**config.mk**
```make
export PLATFORM = sky130hd
export DESIGN_NAME = perf_cnt_ctrl
export DESIGN_NICKNAME = d
export VERILOG_FILES = /design/src/rtl/perf_pkg.sv /design/src/rtl/perf_cnt_ctrl.sv
export SDC_FILE = /design/constraint.sdc
export NUM_CORES = 1
export LEC_CHECK = 0
export ABC_AREA = 0
export CELL_PAD_IN_SITES_DETAIL_PLACEMENT = 0
export CELL_PAD_IN_SITES_GLOBAL_PLACEMENT = 1
export CORE_AREA = 4 4 156 143
export DETAILED_ROUTE_END_ITERATION = 8
export DIE_AREA = 0 0 160 147
export GPL_ROUTABILITY_DRIVEN = 0
export PLACE_DENSITY = 0.74
export RECOVER_POWER = 25
export SLEW_MARGIN = 30
export SYNTH_ARGS = -nofsm -noshare
export SYNTH_HDL_FRONTEND = slang
export SYNTH_SLANG_ARGS = --single-unit
export TNS_END_PERCENT = 5
```
**constraint.sdc**
```tcl
create_clock -name clk -period 2.3 [get_ports clk]
set_input_delay 0.46 -clock clk [delete_from_list [all_inputs] [get_ports clk]]
set_output_delay 0.46 -clock clk [all_outputs]
set_load 0.02 [all_outputs]
```
**src/rtl/perf_pkg.sv**
```systemverilog
// Shared types and constants for the branch-predictor performance-counter window controller.
package perf_pkg;

    typedef enum logic [2:0] {
        IDLE,
        CLEAR,
        RUN,
        CAPTURE,
        DONE
    } perf_state_t;

    localparam logic [2:0] REG_CTRL       = 3'd0;
    localparam logic [2:0] REG_WINDOW     = 3'd1;
    localparam logic [2:0] REG_STATUS     = 3'd2;
    localparam logic [2:0] REG_BR_SNAP    = 3'd3;
    localparam logic [2:0] REG_HIT_SNAP   = 3'd4;
    localparam logic [2:0] REG_MISPR_SNAP = 3'd5;
    localparam logic [2:0] REG_CYC_SNAP   = 3'd6;

    localparam int CTRL_ARM    = 0;
    localparam int CTRL_STOP   = 1;
    localparam int CTRL_IRQ_EN = 2;
    localparam int STAT_BUSY   = 0;
    localparam int STAT_DONE   = 1;

    localparam int WINDOW_RST = 256;

endpackage

```
**src/rtl/perf_cnt_ctrl.sv**
```systemverilog
// Measurement-window controller: gates pipeline event strobes into the counter bank,
// times a programmed window, snapshots the counters and raises an interrupt.
module perf_cnt_ctrl
    import perf_pkg::*;
#(
    parameter int CNT_W = 16
) (
    input  logic             clk,
    input  logic             rst,
    input  logic             inc_br_cnt,
    input  logic             inc_hit_cnt,
    input  logic             inc_mispr_cnt,
    input  logic [CNT_W-1:0] br_cnt,
    input  logic [CNT_W-1:0] hit_cnt,
    input  logic [CNT_W-1:0] mispr_cnt,
    output logic             br_inc_o,
    output logic             hit_inc_o,
    output logic             mispr_inc_o,
    output logic             cnt_clr,
    input  logic             mm_we,
    input  logic             mm_re,
    input  logic [2:0]       mm_addr,
    input  logic [CNT_W-1:0] mm_wdata,
    output logic [CNT_W-1:0] mm_rdata,
    output logic             mm_rvalid,
    output logic             irq
);

    perf_state_t      r_state;
    logic [CNT_W-1:0] r_window;
    logic [CNT_W-1:0] r_win_q;
    logic [CNT_W-1:0] r_cyc_q;
    logic [CNT_W-1:0] r_br_snap;
    logic [CNT_W-1:0] r_hit_snap;
    logic [CNT_W-1:0] r_mispr_snap;
    logic [CNT_W-1:0] r_cyc_snap;
    logic             r_irq_en;
    logic             r_done;
    logic [CNT_W-1:0] r_rdata;
    logic             r_rvalid;

    logic             w_run;
    logic             w_busy;
    logic             w_wr_ctrl;
    logic             w_arm;
    logic             w_stop;
    logic             w_expire;
    logic             w_w1c_done;
    logic [CNT_W-1:0] w_rdata;

    assign w_run      = (r_state == RUN);
    assign w_busy     = (r_state == CLEAR) || w_run || (r_state == CAPTURE);
    assign w_wr_ctrl  = mm_we && (mm_addr == REG_CTRL);
    // Arm is only honoured when idle or done; stop only while the window is running.
    assign w_arm      = w_wr_ctrl && mm_wdata[CTRL_ARM] && !w_busy;
    assign w_stop     = w_wr_ctrl && mm_wdata[CTRL_STOP] && w_run;
    assign w_expire   = ((r_cyc_q + CNT_W'(1)) == r_win_q);
    assign w_w1c_done = mm_we && (mm_addr == REG_STATUS) && mm_wdata[STAT_DONE];

    assign br_inc_o    = inc_br_cnt    & w_run;
    assign hit_inc_o   = inc_hit_cnt   & w_run;
    assign mispr_inc_o = inc_mispr_cnt & w_run;
    assign cnt_clr     = (r_state == CLEAR);
    assign irq         = r_done & r_irq_en;
    assign mm_rdata    = r_rdata;
    assign mm_rvalid   = r_rvalid;

    always_comb begin
        // NOTE: default first so every path assigns w_rdata and no latch is inferred.
        w_rdata = '0;
        case (mm_addr)
            REG_CTRL:       w_rdata[CTRL_IRQ_EN] = r_irq_en;
            REG_WINDOW:     w_rdata = r_window;
            REG_STATUS: begin
                w_rdata[STAT_BUSY] = w_busy;
                w_rdata[STAT_DONE] = r_done;
            end
            REG_BR_SNAP:    w_rdata = r_br_snap;
            REG_HIT_SNAP:   w_rdata = r_hit_snap;
            REG_MISPR_SNAP: w_rdata = r_mispr_snap;
            REG_CYC_SNAP:   w_rdata = r_cyc_snap;
            default:        w_rdata = '0;
        endcase
    end

    // NOTE: all state below uses non-blocking assignments so every register samples pre-edge values.
    always_ff @(posedge clk) begin
        if (rst) begin
            r_state      <= IDLE;
            r_window     <= CNT_W'(WINDOW_RST);
            r_win_q      <= '0;
            r_cyc_q      <= '0;
            r_br_snap    <= '0;
            r_hit_snap   <= '0;
            r_mispr_snap <= '0;
            r_cyc_snap   <= '0;
            r_irq_en     <= 1'b0;
            r_done       <= 1'b0;
            r_rdata      <= '0;
            r_rvalid     <= 1'b0;
        end else begin
            if (mm_we && (mm_addr == REG_WINDOW))
                r_window <= mm_wdata;
            if (w_wr_ctrl)
                r_irq_en <= mm_wdata[CTRL_IRQ_EN];

            // Capture setting done wins over a same-cycle W1C.
            if (r_state == CAPTURE)
                r_done <= 1'b1;
            else if (w_arm || w_w1c_done)
                r_done <= 1'b0;

            case (r_state)
                IDLE, DONE: begin
                    if (w_arm) begin
                        r_win_q <= r_window;
                        r_state <= CLEAR;
                    end
                end
                CLEAR: begin
                    r_cyc_q <= '0;
                    r_state <= (r_win_q == '0) ? CAPTURE : RUN;
                end
                RUN: begin
                    r_cyc_q <= r_cyc_q + CNT_W'(1);
                    if (w_expire || w_stop)
                        r_state <= CAPTURE;
                end
                CAPTURE: begin
                    r_br_snap    <= br_cnt;
                    r_hit_snap   <= hit_cnt;
                    r_mispr_snap <= mispr_cnt;
                    r_cyc_snap   <= r_cyc_q;
                    r_state      <= DONE;
                end
                default: r_state <= IDLE;
            endcase

            r_rvalid <= mm_re && !mm_we;
            if (mm_re && !mm_we)
                r_rdata <= w_rdata;
        end
    end

endmodule

```
==> impl_metrics.toml, run 1 <==
[run_status]
status = "complete, no violations"

[synthesis]
yosysUniqueCellTypes = 56
synth_top_area_frac = 0.441
synth_edf_count = 0
syn_area_per_cell_sq_um = 7.97
synth_area_leaders = "dfxtp_1 (44%), nand2_1 (11%), a21oi_1 (9.5%)"
ys_ff_latch = 134
post-synth-top-count-cell = "nand2_1"
ys.flop_type = "dfxtp_1"
netlist_area_sq_mm = 0.00609
synth_cells = 764
async_reset_ff_frac = 0
syn_nets = 839
synth_area_leader_cell = "dfxtp_1"
yosysSeqAreaShare = 0.441
synth_warnings = 0
yosys-top-cells-count = "nand2_1 (180), dfxtp_1 (134), a21oi_1 (115)"

[placed_design]
io_buffers = 95
hpwlAfterDp_microns = 14500

[cells_and_area]
fillCellCount = 2174
fin_nets = 936
diodes = 0
multi_input_area_sq_mm = 0.00314
ff_latch_area_sq_mm = 0.00268
drive_above_1_share = 0.107
area_growth_pct = 33.0

[global_route]
grt_max_degree = 59
grt_pass1_vias = 5323
globalRouteTotalUtil = 0.164
antenna_found_initial = 0
gr-total-overflow = 0
grt_pass1_wl_microns = 30300

[floorplanning]
io_pins = 96
core-area_sq_mm = 0.0206
die_h_microns = 147
die_area_sq_mm = 0.0235
die_w_microns = 160
start_util = 0.295
fp-row-count = 50

[timing]
hold_viol_final = 0
setup_viol = 0
fin_skew_ps = 9.02
worstMarginPinSlew_ps = 800
rsz0062_at_grt = "false"
fin_tns_setup_ps = 0
fmax_mhz = 448
finalCriticalPeriod_ps = 2230
final_max_slew_viol_count = 0
min_period_over_period = 0.972
slew_headroom = 0.467

[critical_path]
cp-end-kind = "primary output"
path_class = "reg -> out"
r2r-end = "r_state[0]"
critPathSlowestCell = "clkdlybuf4s50_1"
reg2reg_slack_ps = 230
cp.arrival_ps = 1770
path_delay_family = "buffers and inverters"
cp_max_fo = 7
worstPathBufferInverterCount = 1
required_ps = 1840
ff2ff_path_depth = 5
startpoint_type = "register"
critPathMaxStageDelay_ps = 600
rr_startpoint = "r_cyc_q[8]"
path_cells = "nor2_4 -> and3_1 -> clkdlybuf4s50_1"

[route]
postRouteAntennaNets = 0
viasPerCell = 5.17
drc = 0
drt_wl_total_microns = 19800
drtIter0Drc = 418
via_count = 5852
firstDrtPassIters = 5
wire_per_inst_microns = 17.5

[clocking]
clkLatencyLatePin_ps = 420
cts_sinks = 134
clock-root-buffer = "clkbuf_16"
path_clk_slew_ps = 60
htree_levels = 4
cts_tree = "done"
cts_hold_buf = 0
cts_buffers = 17
clk_path_buf_depth = 2

[power]
ir_drop_uv = 442
total_power_mw = 6.08
p_leak_nw = 2.87
power.density_mw_per_mm2 = 751

[hold_path]
hold_depth = 2
hold_class = "reg -> reg"
hold_path_end = "r_mispr_snap[3]"
worstHoldStart = "r_mispr_snap[3]"

[flow_run]
drv_cap = 0
through the flow:
stage,setup WS (ps),cells,area [sq um],utilization,hold slack [ps]
after floorplan,330,764,6090,-,433
after global placement,-5.38,1102,7530,0.365,447
after detailed placement,-24.8,1102,7530,0.365,450
after CTS,48.5,1133,8110,0.393,459
after global routing,1.18,1133,8100,0.392,479
final,65.5,1133,8100,0.392,457
worst max path at each step:
stage                     from     endpoint  cells past startpoint
floorplan           r_cyc_q[1]   r_state[0]                      7
global placement    mm_addr[0]  mm_rdata[4]                      7
detailed placement  mm_addr[0]  mm_rdata[4]                      7
CTS                 r_state[0]    hit_inc_o                      3
global route        r_state[0]     br_inc_o                      3
finish              r_state[0]     br_inc_o                      3
metal layers:
metal	part of all wire	wire, microns	track usage
met5	0	0	0
met4	0.013	265	0.0499
met3	0.055	1090	0.0303
met2	0.42	8360	0.232
met1	0.51	10100	0.249
area by class of cell:
| type | count | area share |
|---|---|---|
| Multi-Input combinational cell | 562 | 0.387 |
| Tap cell | 260 | 0.0402 |
| Inverter | 3 | 0.00139 |
| Clock inverter | 12 | 0.0161 |
| Clock buffer | 19 | 0.0547 |
| Sequential cell | 134 | 0.331 |
| Timing Repair Buffer | 143 | 0.169 |
repair_timing:
action,4_1_cts,5_1_grt
setup buffers,0,0
setup endpoints to repair,4,2
hold endpoints to repair,0,0
pin swaps,0,0
gates resized for setup,4,2
worst reg2reg max path, cell delays in order, from the launching register on:
cell and delay [ps]:
dfxtp_1 530, and4_4 330, nand3_4 90, or4_1 490, and3_1 210, o41ai_2 320
logic make-up (layout without fill, tap and decap cells):
group / count (synthesis) / count (layout) / synth area share
multiplexers: 26 / 26 / 0.0440
adder cells (fa/ha/maj): 2 / 2 / 0.00370
flip-flops: 134 / 134 / 0.441
AO/OA/AOI/OAI: 202 / 202 / 0.202
buffers and inverters: 68 / 177 / 0.0473
AND/OR/NAND/NOR: 311 / 311 / 0.232
XOR/XNOR: 21 / 21 / 0.0302
registers in the layout (all words and copies together) (netlist names):
signal / flops
mm_rdata: 16
r_br_snap: 16
r_cyc_q: 16
r_cyc_snap: 16
r_hit_snap: 16
r_mispr_snap: 16
r_win_q: 16
r_window: 16
r_state: 3
mm_rvalid: 1
r_done: 1
r_irq_en: 1
power breakdown:
| part | leakage [nW] | switching, mW | total (mW) | internal [mW] |
|---|---|---|---|---|
| sequential | 1.08 | 0.0943 | 2.49 | 2.40 |
| clock | 0.279 | 1.04 | 2.65 | 1.62 |
| combinational | 1.51 | 0.539 | 0.943 | 0.404 |
layout by cell type (no fill, tap or decap), types with 4 or more instances in the layout:
cell / netlist / routed
or4_1: 9 / 9
nand2_1: 180 / 180
nor3_1: 10 / 10
mux2_2: 6 / 6
clkbuf_16: 0 / 17
o21a_1: 4 / 4
buf_4: 4 / 37
a21oi_1: 115 / 115
a211oi_1: 17 / 17
nor2_1: 52 / 51
clkbuf_1: 47 / 6
a31oi_1: 5 / 5
buf_12: 0 / 6
mux2i_1: 20 / 20
dfxtp_1: 134 / 133
clkinv_2: 0 / 4
o21ai_0: 14 / 14
a221oi_1: 13 / 13
nor4_1: 8 / 8
xor2_1: 5 / 5
o211ai_1: 4 / 4
nand4_1: 7 / 7
nor2b_1: 5 / 4
and3_1: 7 / 7
nand3_1: 9 / 8
a22oi_1: 16 / 16
clkdlybuf4s50_1: 0 / 91
xnor2_1: 16 / 16
No activity file was read; power rests on OpenSTA's default activity.
==> run 2: changes to the inputs <==
==> constraint.sdc (replaced) <==
create_clock -name clk -period 2.3 [get_ports clk]
set_input_delay 0.23 -clock clk [delete_from_list [all_inputs] [get_ports clk]]
set_output_delay 0.23 -clock clk [all_outputs]
set_load 0.02 [all_outputs]
==> run 2 against run 1 <==
First-iteration DRC count rose by 3.6%. Clock-buffer cell count unchanged. Fmax rose by 4.0%. Clock power increased by 11%. Largest cell class unchanged.
==> impl_metrics.toml, run 2 (synthesized netlist as in run 1, its figures left out) <==
[global_route]
gr-total-overflow = 0
grt_pass1_wl_microns = 29900
grt_max_degree = 67
globalRouteTotalUtil = 0.160
antenna_found_initial = 0
grt_pass1_vias = 5293

[timing]
fin_skew_ps = 10.4
slew_headroom = 0.0633
final_max_slew_viol_count = 0
worstMarginPinSlew_ps = 1410
fmax_mhz = 466
fin_tns_setup_ps = 0
min_period_over_period = 0.934
rsz0062_at_grt = "false"
setup_viol = 0
finalCriticalPeriod_ps = 2150
hold_viol_final = 0

[floorplanning]
die_w_microns = 160
fp-row-count = 50
core-area_sq_mm = 0.0206
die_h_microns = 147
io_pins = 96
die_area_sq_mm = 0.0235
start_util = 0.295

[power]
p_leak_nw = 2.82
total_power_mw = 6.36
ir_drop_uv = 419
power.density_mw_per_mm2 = 788

[critical_path]
path_cells = "nor3b_1 -> clkdlybuf4s50_1"
critPathMaxStageDelay_ps = 690
cp.arrival_ps = 1920
cp_max_fo = 7
worstPathBufferInverterCount = 1
cp-end-kind = "primary output"
path_delay_family = "buffers and inverters"
required_ps = 2070
path_class = "reg -> out"
startpoint_type = "register"
critPathSlowestCell = "clkdlybuf4s50_1"

[clocking]
ctsResizeCount = 0
clock-root-buffer = "clkbuf_16"
clkLatencyLatePin_ps = 420
cts_tree = "done"
htree_levels = 4
cts_sinks = 134
cts_hold_buf = 0
postCtsSetupBuffers = 0
path_clk_slew_ps = 60
cts_buffers = 17
clk_path_buf_depth = 2

[hold_path]
hold_class = "in -> reg"

[route]
via_count = 5732
viasPerCell = 5.10
drt_wl_total_microns = 19300
firstDrtPassIters = 5
wire_per_inst_microns = 17.2
postRouteAntennaNets = 0
drc = 0
drtIter0Drc = 433

[cells_and_area]
diodes = 0
final_cell_mix = "nand2_1 (180), dfxtp_1 (134), a21oi_1 (115)"
drive_above_1_share = 0.0994
fin_nets = 927
area_growth_pct = 32.5
final_common_cell = "nand2_1"

[flow_run]
drv_cap = 0

[placed_design]
io_buffers = 95
hpwlAfterDp_microns = 13900

[run_status]
status = "complete, no violations"
-- run 2: cell count changes in the layout (fill, tap and decap cells not counted), sizes merged --
cell,previous run,this run
clkbuf,25,23
inv,4,7
buf,43,36
bufinv,2,4
clkdlybuf4s50,91,94
dlymetal6s2s,2,0
dlygate4sd2,1,0
clkinv,7,3
-- run 2: final cells by class --
class	instances	area (sq um)
sequential	134	2680
tap	260	325
multi-input combinational	562	3120
timing repair buffer	134	1280
fill	2166	12600
clock buffer	19	453
inverter	3	11.3
clock inverter	13	193
-- run 2: path summary, 6_finish.rpt --
path                    start             to  slack [ps]  cells past startpoint
hold / removal     hit_cnt[4]  r_hit_snap[4]         350                      3
hold reg to reg   mm_rdata[1]    mm_rdata[1]         450                      2
setup reg to reg   r_cyc_q[2]     r_state[0]         260                      5
setup / recovery   r_state[0]        cnt_clr         150                      2
-- run 2: routing by layer --
layer / track usage / vias to the layer above / part of all wire
li1: - / 2860 / -
met4: 0.0417 / 0 / 0.013
met5: 0 / - / 0
met1: 0.232 / 2703 / 0.50
met2: 0.236 / 148 / 0.43
met3: 0.0412 / 21 / 0.053
-- run 2: per-stage QoR --
stage                     std cells  cell area (sq um)   util  setup slack [ps]  hold slack, ps
final                          1125               8070  0.391               152             346
after global routing           1125               8070  0.391              34.4             351
after CTS                      1125               8100  0.392              80.4             335
after detailed placement       1093               7450  0.361               156             447
after global placement         1093               7450  0.361               166             444
after floorplan                 764               6090      -               330             354
-- run 2: tightest hold or removal path, delay by kind of cell --
family | cells | cell delay, ps
simple gates | 1 | 50
compound gates | 1 | 50
buf+inv | 1 | 390
-- run 2: power by group --
group / internal [mW] / leakage [nW] / switching (mW)
logic: 0.399 / 1.43 / 0.531
registers: 2.39 / 1.08 / 0.0781
clock network: 1.89 / 0.311 / 1.07
total: 4.68 / 2.82 / 1.68
